**src/rtl/tiny8_types_pkg.sv**
```systemverilog
// -----------------------------------------------------------------------------
// tiny8_types
//   Shared types for the tiny8 memory subsystem.
//   - tiny8_word      : 8-bit data/address word used on every memory bus.
//   - tiny8_arb_state : state of the two-requester memory arbiter.
//   - tiny8_arb_owner : identifies which requester holds (or last held) the bus.
// -----------------------------------------------------------------------------
package tiny8_types;

    typedef logic [7:0] tiny8_word;

    typedef enum logic [1:0] {
        ARB_IDLE   = 2'd0,
        ARB_BUSY_A = 2'd1,
        ARB_BUSY_B = 2'd2
    } tiny8_arb_state;

    typedef enum logic {
        ARB_A = 1'b0,
        ARB_B = 1'b1
    } tiny8_arb_owner;

endpackage : tiny8_types

```
**src/rtl/tiny8_mem_arbiter_timeout_counter.sv**
```systemverilog
// -----------------------------------------------------------------------------
// tiny8_timeout_counter
//   Counts busy cycles that pass without a memory response and flags the cycle
//   in which an access has waited its full budget.
//
//   Parameters
//     TIMEOUT  cycles allowed per access; 0 disables the counter entirely.
//   Ports
//     clk      clock, rising edge
//     rst      synchronous active-high reset
//     clear    restart the count (asserted when a new access is granted)
//     inc      one more busy cycle went by without a response
//     expired  count has reached TIMEOUT-1, i.e. this is busy cycle TIMEOUT
// -----------------------------------------------------------------------------
module tiny8_timeout_counter #(
    parameter int unsigned TIMEOUT = 255
) (
    input  logic clk,
    input  logic rst,
    input  logic clear,
    input  logic inc,
    output logic expired
);

    localparam int unsigned CW = (TIMEOUT < 2) ? 1 : $clog2(TIMEOUT + 1);
    // Count value seen during busy cycle TIMEOUT (the first busy cycle sees 0).
    localparam logic [CW-1:0] LAST = (TIMEOUT == 0) ? '0 : CW'(TIMEOUT - 1);

    logic [CW-1:0] count_q;
    logic [CW-1:0] count_d;

    // NOTE: every signal assigned in an always_comb gets a default first, so no
    // path through the block can leave it unassigned and infer a latch.
    always_comb begin
        count_d = count_q;
        if (clear) begin
            count_d = '0;
        end else if (inc && (count_q != LAST)) begin
            // Saturates at LAST; the owner leaves BUSY in that cycle anyway.
            count_d = count_q + CW'(1);
        end
    end

    // NOTE: state registers use non-blocking assignments so every flop samples
    // the pre-edge values, independent of statement order.
    always_ff @(posedge clk) begin
        if (rst) begin
            count_q <= '0;
        end else begin
            count_q <= count_d;
        end
    end

    assign expired = (TIMEOUT != 0) && (count_q == LAST);

endmodule : tiny8_timeout_counter

```
**src/rtl/tiny8_mem_arbiter.sv**
```systemverilog
// -----------------------------------------------------------------------------
// tiny8_mem_arbiter
//   Shares the single tiny8 memory port between requester A (CPU) and
//   requester B (DMA / debug loader). The winning request is registered onto
//   the mem_* bus; the memory response is routed combinationally back to the
//   owner. Hung accesses are aborted after TIMEOUT busy cycles with x_err.
//
//   Configuration macro
//     TINY8_ARB_ROUND_ROBIN_EN  defined  : ties go to the side that did not
//                                          win last (A, B, A, B, ...).
//                               undefined: fixed priority, A wins every tie.
//   Parameters
//     TIMEOUT        busy cycles without mem_resp before abort; 0 = never
//   Ports
//     clk, rst                  clock, synchronous active-high reset
//     a_read/a_write            A request (write wins if both), held to a_resp
//     a_address/a_wdata         A address and write data
//     a_rdata/a_resp/a_err      A read data, completion pulse, timeout flag
//     b_*                       same set for requester B
//     mem_read/mem_write        registered memory request
//     mem_address/mem_wdata     registered memory address and write data
//     mem_rdata/mem_resp        memory read data and completion
// -----------------------------------------------------------------------------
module tiny8_mem_arbiter
    import tiny8_types::*;
#(
    parameter int unsigned TIMEOUT = 255
) (
    input  logic      clk,
    input  logic      rst,

    input  logic      a_read,
    input  logic      a_write,
    input  tiny8_word a_address,
    input  tiny8_word a_wdata,
    output tiny8_word a_rdata,
    output logic      a_resp,
    output logic      a_err,

    input  logic      b_read,
    input  logic      b_write,
    input  tiny8_word b_address,
    input  tiny8_word b_wdata,
    output tiny8_word b_rdata,
    output logic      b_resp,
    output logic      b_err,

    output logic      mem_read,
    output logic      mem_write,
    output tiny8_word mem_address,
    output tiny8_word mem_wdata,
    input  tiny8_word mem_rdata,
    input  logic      mem_resp
);

    tiny8_arb_state state_q,       state_d;
    tiny8_arb_owner last_grant_q,  last_grant_d;
    logic           mem_read_q,    mem_read_d;
    logic           mem_write_q,   mem_write_d;
    tiny8_word      mem_address_q, mem_address_d;
    tiny8_word      mem_wdata_q,   mem_wdata_d;

    logic req_a, req_b;
    logic grant_a, grant_b;
    logic busy;
    logic expired;
    logic abort;
    logic done;

    assign req_a = a_read | a_write;
    assign req_b = b_read | b_write;
    assign busy  = (state_q != ARB_IDLE);

    tiny8_timeout_counter #(
        .TIMEOUT (TIMEOUT)
    ) u_timeout (
        .clk     (clk),
        .rst     (rst),
        .clear   ((state_q == ARB_IDLE) && (grant_a || grant_b)),
        .inc     (busy && !mem_resp),
        .expired (expired)
    );

    // A real response always beats the timeout in the same cycle.
    assign abort = busy && !mem_resp && expired;
    assign done  = busy && (mem_resp || abort);

    // Grant decision, only consumed while IDLE.
    always_comb begin
        grant_a = req_a;
        grant_b = req_b;
        if (req_a && req_b) begin
`ifdef TINY8_ARB_ROUND_ROBIN_EN
            grant_a = (last_grant_q == ARB_B);
`else
            grant_a = 1'b1;
`endif
            grant_b = !grant_a;
        end
    end

    always_comb begin
        state_d       = state_q;
        last_grant_d  = last_grant_q;
        mem_read_d    = mem_read_q;
        mem_write_d   = mem_write_q;
        mem_address_d = mem_address_q;
        mem_wdata_d   = mem_wdata_q;

        case (state_q)
            ARB_IDLE: begin
                if (grant_a) begin
                    state_d       = ARB_BUSY_A;
                    last_grant_d  = ARB_A;
                    mem_write_d   = a_write;
                    mem_read_d    = a_read && !a_write;
                    mem_address_d = a_address;
                    mem_wdata_d   = a_wdata;
                end else if (grant_b) begin
                    state_d       = ARB_BUSY_B;
                    last_grant_d  = ARB_B;
                    mem_write_d   = b_write;
                    mem_read_d    = b_read && !b_write;
                    mem_address_d = b_address;
                    mem_wdata_d   = b_wdata;
                end
            end
            ARB_BUSY_A, ARB_BUSY_B: begin
                // Address and data are left as-is; only the strobes drop.
                if (done) begin
                    state_d     = ARB_IDLE;
                    mem_read_d  = 1'b0;
                    mem_write_d = 1'b0;
                end
            end
            default: begin
                state_d     = ARB_IDLE;
                mem_read_d  = 1'b0;
                mem_write_d = 1'b0;
            end
        endcase
    end

    always_ff @(posedge clk) begin
        if (rst) begin
            state_q       <= ARB_IDLE;
            last_grant_q  <= ARB_B;
            mem_read_q    <= 1'b0;
            mem_write_q   <= 1'b0;
            mem_address_q <= '0;
            mem_wdata_q   <= '0;
        end else begin
            state_q       <= state_d;
            last_grant_q  <= last_grant_d;
            mem_read_q    <= mem_read_d;
            mem_write_q   <= mem_write_d;
            mem_address_q <= mem_address_d;
            mem_wdata_q   <= mem_wdata_d;
        end
    end

    // Response routing: only the current owner ever sees non-zero values.
    always_comb begin
        a_resp  = 1'b0;
        a_err   = 1'b0;
        a_rdata = '0;
        b_resp  = 1'b0;
        b_err   = 1'b0;
        b_rdata = '0;
        if (state_q == ARB_BUSY_A) begin
            a_resp  = done;
            a_err   = abort;
            a_rdata = mem_rdata;
        end else if (state_q == ARB_BUSY_B) begin
            b_resp  = done;
            b_err   = abort;
            b_rdata = mem_rdata;
        end
    end

    assign mem_read    = mem_read_q;
    assign mem_write   = mem_write_q;
    assign mem_address = mem_address_q;
    assign mem_wdata   = mem_wdata_q;

endmodule : tiny8_mem_arbiter

```
**config.mk**
```make
export PLATFORM = sky130hd
export DESIGN_NAME = tiny8_mem_arbiter
export DESIGN_NICKNAME = d
export VERILOG_FILES = /design/src/rtl/tiny8_types_pkg.sv /design/src/rtl/tiny8_mem_arbiter_timeout_counter.sv /design/src/rtl/tiny8_mem_arbiter.sv
export SDC_FILE = /design/constraint.sdc
export NUM_CORES = 1
export LEC_CHECK = 0
export CORE_UTILIZATION = 35
export DETAILED_ROUTE_END_ITERATION = 16
export GPL_ROUTABILITY_DRIVEN = 1
export GPL_TIMING_DRIVEN = 0
export PLACE_DENSITY = 0.76
export RECOVER_POWER = 50
export SLEW_MARGIN = 0
export SYNTH_ARGS = -nofsm -noshare
export SYNTH_HDL_FRONTEND = slang
export SYNTH_SLANG_ARGS = --single-unit
```
**constraint.sdc**
```tcl
create_clock -name clk -period 1.8 [get_ports clk]
set_clock_uncertainty 0.1 [all_clocks]
set_input_delay 0.36 -clock clk [delete_from_list [all_inputs] [get_ports clk]]
set_output_delay 0.36 -clock clk [all_outputs]
set_load 0.01 [all_outputs]
```
==> results.md <==
* Routed length per instance at 14.9 um
* Grt total ovfl at 0
* Synth Cell Area at about 1600 um^2
* Clock Path Buffers at 2
* Ys flop type: dfxtp_1
* Max-Cap Viols at 0
* Worst Tran Pin Value at 0.498 ns
* Syn Inst Count at 195
* Crit-path max FO at 4
* F_max at 0.524 GHz
* CORE AREA at between 4000 and 5000 um^2
* I/O Buffers at 83
* Pre-Repair DR Iteration Count at 4
* RSZ-0062 raised after global routing: true
* DRT antenna net count at 0
* Largest net degree at the start of global routing at 16
* Dpl ws at -0.520 ns
* Final core utilization at ~67%
* Fraction of layout cells with a size suffix above 1 at 28.0%
* Die H at 68.6 um
* Routed vias at 1,807
* Num CTS Buffers at 3
* Largest family of logic cells by synthesized area: simple AND/OR/NAND/NOR gates
* Register Area at 576 um^2
* EDFF count, synth at 0
* Vias in the first global route at approximately 1,700
* Commonest cells after routing, fill and taps aside: 44 x clkdlybuf4s50_1, 25 x nor2_1, 22 x dfxtp_1
* Syn Nets at 247
* Worst EP arrival at between 1 and 1.5 ns
* Register area share after synthesis at 36.1%
* Clk slew on worst S/H paths at 0.10 ns
* Number of remaining DRC errors at 0
* Power Dens Cells at 911 nW/um^2
* Post-Synth Simple-Gate Area at a little over a quarter
* 1st-iter DRT viols at 80
* Net count, final at approximately 350
* Root buffer cell: clkbuf_8
* Failing checks: negative setup slack
* Initial antenna violation count at 0
* Startpoint Class: flop
* CTS tree: yes
* Clock sinks at 28
* Horiz. Die Dim at ~70 um
* # IOs at 85
* FP Rows at 23
* Fin. max-slew vios at 0
* Final GP Congestion at roughly 0.76
* Fin crit share at 106%
* Ant. Diodes at 0
* Die area at 4710 um^2
* Starting density of the core at approximately 38%
* Portion of netlist area occupied by mux cells at 0%
* Layout fillers at 357
* H-Tree Depth at 1
* Worst skew pair latency at 0.27 ns
* Synth Area in Compound Gates at 25.1%
* Multi-input gate area at roughly 1100 um^2
* Critical path class: flop to primary output
* Post-synth ARST share at 0%
* Area growth, synth to finish at 77.0%
* Hold Vio Cnt, Final at 0
* CP endpoint kind: primary output
* Synthesized area per cell at 7.96 um^2
* Setup violators final at 25
* Placed insts at 328
* Post-Route WL at 5150 um
* Post-Layout Cell Count at 346
* Total power at ~2.5 mW
* Ys Warns at 0
* Yosys cell types at 36
* Worst Hold Class: flop to flop
* Outcome: complete, but fails checks
* Worst VDD drop at 0.000417 V
* Vias per cell at 5.22
* Lkg Pwr at between 1 and 1.5 nW
* Post-Synth XOR/XNOR Area at 2.82%
* Leading cell type in the layout, fill and taps excluded: clkdlybuf4s50_1
* DP Wirelength at 3390 um
* Flops & latches, synth at 28
* CP required at 1.34 ns
* Final setup margin at -0.110 ns
* Minimum clock period after layout at 1.91 ns
* First-pass GRT wire length at approximately 7900 um
* Setup TNS at -0.930 ns
* Relative slew slack at 66.8%
* GRT Util Overall at between 20% and 30%
* Adder-cell share of the synthesized area at 4.03%
==> cells by family (layout without fill, tap and decap cells) <==
logic type	Yosys count	in the layout
and+or+nand+nor	82	83
DFF	28	28
buffers and inverters	18	118
AOI/OAI and AO/OA	57	57
xor gates and xnor gates	5	5
adders and majority gates	5	5
==> per-stage QoR <==
stage | cell area, um^2 | hold WS [ns]
after CTS | 2660 | 0.399
final | 2750 | 0.395
after global routing | 2750 | 0.413
after floorplan | 1550 | 0.360
after detailed placement | 2450 | 0.352
after global placement | 2450 | 0.352
==> area by class of cell <==
| class | count | area share [%] |
|---|---|---|
| Inverter | 5 | 0.774 |
| Multi-Input combinational cell | 150 | 39.6 |
| Timing Repair Buffer | 96 | 31.5 |
| Buffer | 13 | 2.87 |
| Sequential cell | 28 | 20.9 |
| Tap cell | 50 | 2.28 |
| Clock buffer | 4 | 2.00 |
==> report_power, final <==
part           switching (mW)  internal, mW
Sequential             0.0699         0.754
Combinational           0.613         0.665
Clock                   0.206         0.196
==> synthesized netlist by cell type (2+ instances only) <==
library cell / instances / area share [%]
dfxtp_1: 28 / 36
nor2_1: 28 / 6.8
o21ai_0: 19 / 6.1
nand2_1: 17 / 4.1
a311oi_1: 16 / 9.0
and2_1: 16 / 6.4
a21oi_1: 10 / 3.2
clkbuf_1: 7 / 1.7
buf_2: 5 / 1.6
ha_1: 5 / 4.0
inv_1: 5 / 1.2
and3_1: 4 / 1.6
o211ai_1: 4 / 1.9
or3_1: 3 / 1.2
xor2_1: 3 / 1.7
nand3_1: 2 / 0.64
nor3b_1: 2 / 0.97
o2bb2ai_1: 2 / 1.1
xnor2_1: 2 / 1.1
==> metal layers <==
layer  vias to the layer above  part of all wire (%)  track usage [%]
met5                         -                     0                0
met4                         0                   1.2             7.55
met2                        41                    50             38.8
met3                         4                   4.7             2.80
li1                        906                     -                -
met1                       856                    44             28.5
==> final timing paths <==
path / start / endpoint / slack, ns / cells after the start
max: state_q[0] / b_resp / -0.11 / 6
min: mem_write / mem_write / 0.39 / 1
max reg2reg: state_q[1] / mem_read / -0.05 / 6
min reg2reg: mem_write / mem_write / 0.39 / 1
==> worst max-delay path, cell delays in order, from the launching register on <==
cell and delay [ns]:
dfxtp_4 0.37, buf_6 0.12, ha_4 0.18, nor2b_4 0.12, buf_6 0.10, nor3b_2 0.13
buf_2 0.15
==> registers in the layout (all words and copies together) (netlist names) <==
name               flops
state_q                2
mem_read               1
u_timeout.count_q      8
mem_wdata              8
mem_address            8
mem_write              1
==> repair_timing <==
item / CTS / global route
hold buffers: 0 / 0
gates resized for setup: 120 / 27
setup endpoints to repair: 39 / 39
pin swaps: 12 / 7
cloned: 2 / 0
buffers inserted: 10 / 2
Power figures use the tool's default switching activity.
